<file path="src/rtl/therm_dec.sv">
// rtl/therm_dec.sv - serial 16-bit thermometer to 4-bit level decoder with error flag
// Optional feature: THERM_DEC_BUBBLE_TOL_EN (bubbled words decode to popcount-1 instead of error)
module therm_dec (
  input  logic        clk,
  input  logic        reset,
  input  logic [15:0] d,
  input  logic        en,
  output logic [3:0]  b,
  output logic        valid,
  output logic        busy,
  output logic        err
);

  typedef enum logic [1:0] {
    IDLE = 2'd0,
    SCAN = 2'd1,
    DONE = 2'd2
  } state_e;

  state_e      state_q, state_d;
  logic [15:0] sh_q, sh_d;
  logic [3:0]  i_q, i_d;
  logic [4:0]  cnt_q, cnt_d;
  logic        seen_zero_q, seen_zero_d;
  logic        bubble_q, bubble_d;
  logic [3:0]  b_q, b_d;
  logic        err_q, err_d;
  logic [4:0]  lvl;

  always_ff @(posedge clk) begin
    if (reset) begin
      state_q     <= IDLE;
      sh_q        <= 16'd0;
      i_q         <= 4'd0;
      cnt_q       <= 5'd0;
      seen_zero_q <= 1'b0;
      bubble_q    <= 1'b0;
      b_q         <= 4'd0;
      err_q       <= 1'b0;
    end else begin
      state_q     <= state_d;
      sh_q        <= sh_d;
      i_q         <= i_d;
      cnt_q       <= cnt_d;
      seen_zero_q <= seen_zero_d;
      bubble_q    <= bubble_d;
      b_q         <= b_d;
      err_q       <= err_d;
    end
  end

  always_comb begin
    state_d     = state_q;
    sh_d        = sh_q;
    i_d         = i_q;
    cnt_d       = cnt_q;
    seen_zero_d = seen_zero_q;
    bubble_d    = bubble_q;
    b_d         = b_q;
    err_d       = err_q;
    lvl         = 5'd0;
    case (state_q)
      IDLE: begin
        if (en) begin
          sh_d        = d;
          i_d         = 4'd0;
          cnt_d       = 5'd0;
          seen_zero_d = 1'b0;
          bubble_d    = 1'b0;
          state_d     = SCAN;
        end
      end
      SCAN: begin
        if (sh_q[i_q]) begin
          cnt_d = cnt_q + 5'd1;
          if (seen_zero_q) bubble_d = 1'b1;
        end else begin
          seen_zero_d = 1'b1;
        end
        i_d = i_q + 4'd1;
        // The result is decided from the post-update counts so bit 15 is included.
        if (i_q == 4'd15) begin
          state_d = DONE;
          lvl     = cnt_d - 5'd1;
          if (cnt_d == 5'd0) begin
            b_d   = 4'd0;
            err_d = 1'b1;
          end else begin
`ifdef THERM_DEC_BUBBLE_TOL_EN
            b_d   = lvl[3:0];
            err_d = 1'b0;
`else
            if (bubble_d) begin
              b_d   = 4'd0;
              err_d = 1'b1;
            end else begin
              b_d   = lvl[3:0];
              err_d = 1'b0;
            end
`endif
          end
        end
      end
      DONE: begin
        state_d = IDLE;
      end
      default: begin
        state_d = IDLE;
      end
    endcase
  end

  assign b     = b_q;
  assign err   = err_q;
  assign valid = (state_q == DONE);
  assign busy  = (state_q != IDLE);

endmodule

</file>
<file path="config.mk">
export PLATFORM = sky130hd
export DESIGN_NAME = therm_dec
export DESIGN_NICKNAME = d
export VERILOG_FILES = /design/src/rtl/therm_dec.sv
export SDC_FILE = /design/constraint.sdc
export NUM_CORES = 1
export LEC_CHECK = 0
export BUFFER_PORTS_ARGS = -buffer_cell sky130_fd_sc_hd__buf_2
export CORE_ASPECT_RATIO = 0.6
export CORE_MARGIN = 2
export CORE_UTILIZATION = 60
export CTS_BUF_LIST = sky130_fd_sc_hd__clkbuf_8
export CTS_CLUSTER_SIZE = 40
export DETAILED_ROUTE_END_ITERATION = 8
export GPL_TIMING_DRIVEN = 0
export HOLD_SLACK_MARGIN = 0.06
export PLACE_DENSITY = 0.91
export SYNTH_ARGS = -nofsm -noshare
export SYNTH_HDL_FRONTEND = slang
export SYNTH_SLANG_ARGS = --single-unit
</file>
<file path="constraint.sdc">
create_clock -name clk -period 4 [get_ports clk]
set_clock_uncertainty 0.05 [all_clocks]
set_input_delay 0.2 -clock clk [delete_from_list [all_inputs] [get_ports clk]]
set_output_delay 0.2 -clock clk [all_outputs]
set_load 0.05 [all_outputs]
</file>
### After elaboration in Yosys (flattened, before gate mapping)

Index checks and enable logic that the tools add are counted.

| storage, ports and cells | value |
|---|---|
| bits in registers | 34 |
| bits in latches | 0 |
| memory bits (writable) | 0 |
| ROM bits | 0 |
| input port bits | 19 |
| memories kept | 0 |

| cells by class | value |
|---|---|
| add/sub/neg operators | 3 |
| multiply operators | 0 |
| div/mod/pow operators | 0 |
| $lt $le $gt $ge | 1 |
| equal/unequal tests | 6 |
| shift operators | 0 |
| mux-type cells | 22 |
| bitwise gates (word level) | 0 |
| reduce and logical (&&, ||, !) cells | 9 |

Operator list:

| operator | count |
|---|---|
| $mux 5 | 3 |
| $mux 4 | 3 |
| $pmux 5 s2 | 1 |
| $mux 1 | 8 |
| $pmux 4 s2 | 1 |
| $reduce_and 2->1 | 4 |
| $ne 2x2->1 const B | 3 |
| $add 5x1->5 const B | 1 |
| $logic_not 5->1 | 1 |
| $lt 4x5->1 const B | 1 |
| $add 4x1->4 const B | 1 |
| $bmux 1 s4 | 1 |
| $eq 4x4->1 const B | 1 |
| $mux 2 | 2 |
| $pmux 1 s2 | 2 |
| $pmux 2 s2 | 1 |
| $reduce_bool 2->1 | 2 |
| $sub 4x1->4 const B | 1 |
| $reduce_and 3->1 | 1 |
| $eq 2x1->1 const B | 1 |
| $eq 2x2->1 const B | 1 |
| $logic_not 2->1 | 1 |

### Logic depth before layout (Yosys ltp)

| logic depth | value |
|---|---|
| word-level depth | 7 |
| depth in mapped cells | 11 |
| depth with buffers taken out | 9 |

### Worst setup path after synthesis

Ideal clock, no wire load.

| timing | value |
|---|---|
| kind | register -> register |
| start point | reg i_q[0] |
| end point | reg b_q[3], in the netlist b[3] |
| data arrival time | 2.548 ns |
| setup slack | 1.328 ns |
| stages on the path, launching flop included | 12 |
| clock period less this slack | 2.672 ns |
| cells stage by stage | dfxtp_1 > buf_6 > mux4_2 > nor2_1 > o22ai_2 > buf_6 > xnor2_1 > ha_1 > nor3b_1 > mux2i_1 > or3b_1 > o211ai_2 |

| on the way | value |
|---|---|
| word-level cells in the longest chain between the ends | 7 |
| elaborated cells on any way between the ends | 12 |
| classes of those cells | add/sub: 1; eq/ne: 1; mux: 8; reduce/logical: 2 |

Ends and longest elaborated chain:

| element | RTL line | RTL |
|---|---|---|
| start: declaration | 22 | `logic [3:0] i_q, i_d;` |
| start signal: assignment | 43 | `i_q <= i_d;` |
| $bmux 1 s4 | 74 | `if (sh_q[i_q]) begin` |
| $mux 1 (implied by the code) | 74 |  |
| $mux 5 | 74 |  |
| $mux 5 | 62 | `case (state_q)` |
| $sub 4x1->4 | 84 | `lvl = cnt_d - 5'd1;` |
| $mux 4 | 93 | `if (bubble_d) begin` |
| $mux 4 | 85 | `if (cnt_d == 5'd0) begin` |
| end signal: assignment | 38 | `b_q <= 4'd0;` |
| end signal: assignment | 47 | `b_q <= b_d;` |
| end: declaration | 26 | `logic [3:0] b_q, b_d;` |

Several ways; a longest one is shown, not always the timed one. The select of a mux whose other input is x is not followed.
A chain may end at the register's enable or synchronous reset.

### Worst setup path in the final report

| timing | value |
|---|---|
| start point | reg i_q[0] |
| end point | reg b_q[0], in the netlist b[0] |

The elaborated chain is that of the path after synthesis.

==> qor.txt <==
Most frequent cells in the layout - 44 x nand2_1, 34 x dfxtp_1, 25 x a21oi_1
Design area - 0.001948 mm²
Yosys cell types - 44
Hold Fails Final Rpt - 0
Post-CTS Setup Inserts - 0
Vias in the first global route - 1322
CP startpoint kind - register
Gate power share - 13.4%
# diodes - 0
Critical Path Start - i_q[0]$_SDFFE_PP0P_
Max cap viols - 0
Core area - 0.002575 mm²
Hpwl dp - 2759 µm
DR WL met3 - 284 µm
Clock period minus worst slack - 3.129 ns
Gpl congestion - 0.8248
Root buf cell - clkbuf_8
Sequential fraction of the synthesis area - 40.48%
Worst slew margin - 64.43%
#FFs+latches synth - 34
Highest routed layer - met4
Ys Warns - 0
Hold Path Class - in2reg
DR WL met2 - 1575 µm
Worst path required time - 4.10 ns
Io pins - 26
Grt ovf - 0
Async SR Flop Fraction - 0%
First-pass GRT wire length - 6306 µm
P_leak - 0.7687 nW
Top-area cell type share of the netlist area - 40.48%
IO Port Bufs - 24
Gr usage total - 26.65%
Initial antenna violation count - 0
Post-cts sizing count - 0
Cts hold-fix bufs - 0
Clock buffer count from CTS - 5
Starting Density - 65.31%
Final period util - 78.22%
TritonCTS clock tree - yes
Clk slew on worst S/H paths - 0.07 ns
Routed vias - 1516
DRT antenna net count - 0
Library cell with the largest summed area after synthesis - dfxtp_1
RSZ-0062 raised after global routing - false
Min setup slack post-route - 0.8711 ns
Row cnt - 14
Final setup viols - 0
Largest net degree at the start of global routing - 11
Clock Power Share - 39.7%
DRT iter0 DRCs - 166
Design internal power - 0.5740 mW
Most common cell after layout, fill and taps aside - nand2_1
CP arrival - 3.23 ns
Power Dens Cells - 394.1 mW/mm²
Synth Instances - 201
Crit path kind - reg2reg
Worst slew pin tran - 0.5335 ns
Peak fanout along the critical path - 10
Avg Cell Area, Syn - 8.366 µm²
Reg power frac - 46.9%
Worst R2R Start - i_q[0]$_SDFFE_PP0P_
VDD IR-drop max - 0.2854 mV
Routed WL per cell - 14.42 µm
EDFF count, synth - 0
Routed met1 length - 1895 µm
Area Growth Syn to Fin - 15.85%
Layout cells sized above 1 - 20.17%
Max Clk Rate - 319.6 MHz
Final core utilization - 75.66%
Final setup TNS - 0 ns
Clock Latency Late Sink - 0.29 ns
# clock sinks - 34
Status - complete, no violations
Overall routed net length - 3820 µm
Clock tree buffer depth - 2
Die extent in y - 45.01 µm
Psw - 0.1937 mW
Max-slew violation count - 0
Synthesized Nets - 223
Fillers - 196
Drc violations - 0
Vias per inst - 5.721
Layout Nets - 254
H-tree depth - 2
Cell Area, Placed - 0.001842 mm²
Die width - 72.35 µm
TritonRoute pass-1 iters - 4
Area contributors post-synth - dfxtp_1 40%, nand2_1 9.8%, a21oi_1 7.4%, nor2_1 3.6%, mux2_2 2.7%
Pre-CTS setup slack - 0.9011 ns
Tot Pwr - 0.7678 mW
HP Start - d[9]
Switching share of power - 25.23%
Main synth FF type - dfxtp_1
Cell Area, Synth - 0.001682 mm²
CP Capture Type - register
Die area - 0.003256 mm²
## stage by stage
stage,std cells,hold slack (ns)
after global placement,257,0.3830
after CTS,265,0.08687
after floorplan,201,0.2860
final,265,0.09074
after global routing,265,0.09468
after detailed placement,257,0.3890
## registers in the layout, indices dropped and copies added (netlist names)
name / cells
state_q: 2
bubble_q: 1
i_q: 4
b: 4
sh_q: 16
cnt_q: 5
err: 1
seen_zero_q: 1
## routing by layer
layer	track usage (%)	vias up
li1	-	761
met1	38.85	688
met2	36.15	54
met3	8.482	13
met4	11.32	0
met5	0	-
## critical path: stages, from the launching register on
cell	delay [ns]
dfxtp_1	0.38
buf_6	0.17
mux4_2	0.54
nor2_1	0.13
o22ai_2	0.13
buf_6	0.17
xnor2_1	0.20
ha_1	0.26
nor3b_1	0.21
mux2i_1	0.16
o311ai_0	0.46
a21oi_1	0.13
## final timing paths
| check | slack, ns | endpoint | cells after the start |
|---|---|---|---|
| hold reg to reg | 0.41 | sh_q[6]$_SDFFE_PP0P_ | 2 |
| setup reg to reg | 0.87 | b[0]$_SDFFE_PP0P_ | 11 |
| setup / recovery | 0.87 | b[0]$_SDFFE_PP0P_ | 11 |
| hold / removal | 0.09 | sh_q[9]$_SDFFE_PP0P_ | 3 |
## cell type report
type,count,area [µm²],share of cell area (%)
clock buffers,5,68.82,3.532
flip-flops and latches,34,680.7,34.94
multi-input cells,149,917.1,47.08
repair buffers,24,120.1,6.166
clock inverters,3,37.54,1.927
inverters,5,18.77,0.9634
plain buffers,13,65.06,3.340
well taps,32,40.04,2.055
## power groups by stage
| stage | sequential [mW] | clock (mW) | combinational (mW) |
|---|---|---|---|
| global placement | 0.367 | 0 | 0.0974 |
| detailed placement | 0.367 | 0 | 0.100 |
| finish | 0.360 | 0.305 | 0.103 |
| global route | 0.361 | 0.323 | 0.114 |
| CTS | 0.360 | 0.307 | 0.101 |
| floorplan | 0.365 | 0 | 0.0733 |
## synth_stat cells, drive strengths merged (2+ instances only)
cell	count
nand2	44
dfxtp	34
a21oi	25
nor2	16
clkbuf	11
inv	5
o21ai	5
mux2	4
mux2i	4
nand3	4
xnor2	4
ha	3
nor3	3
nor3b	3
a22oi	2
and2	2
buf	2
mux4	2
nand2b	2
nor2b	2
o211ai	2
o221ai	2
o31ai	2
or3b	2
## kinds of logic (layout without fill, tap and decap cells)
| logic type | Yosys count | count (layout) | share of synthesized area [%] |
|---|---|---|---|
| xor gates and xnor gates | 5 | 5 | 2.604 |
| DFF | 34 | 34 | 40.48 |
| buffers and inverters | 18 | 50 | 4.985 |
| muxes | 10 | 10 | 7.738 |
| and+or+nand+nor | 83 | 83 | 22.99 |
| AOI/OAI and AO/OA | 48 | 48 | 18.97 |
| adders and majority gates | 3 | 3 | 2.232 |
Note: power is estimated with default switching activity, not from simulation.
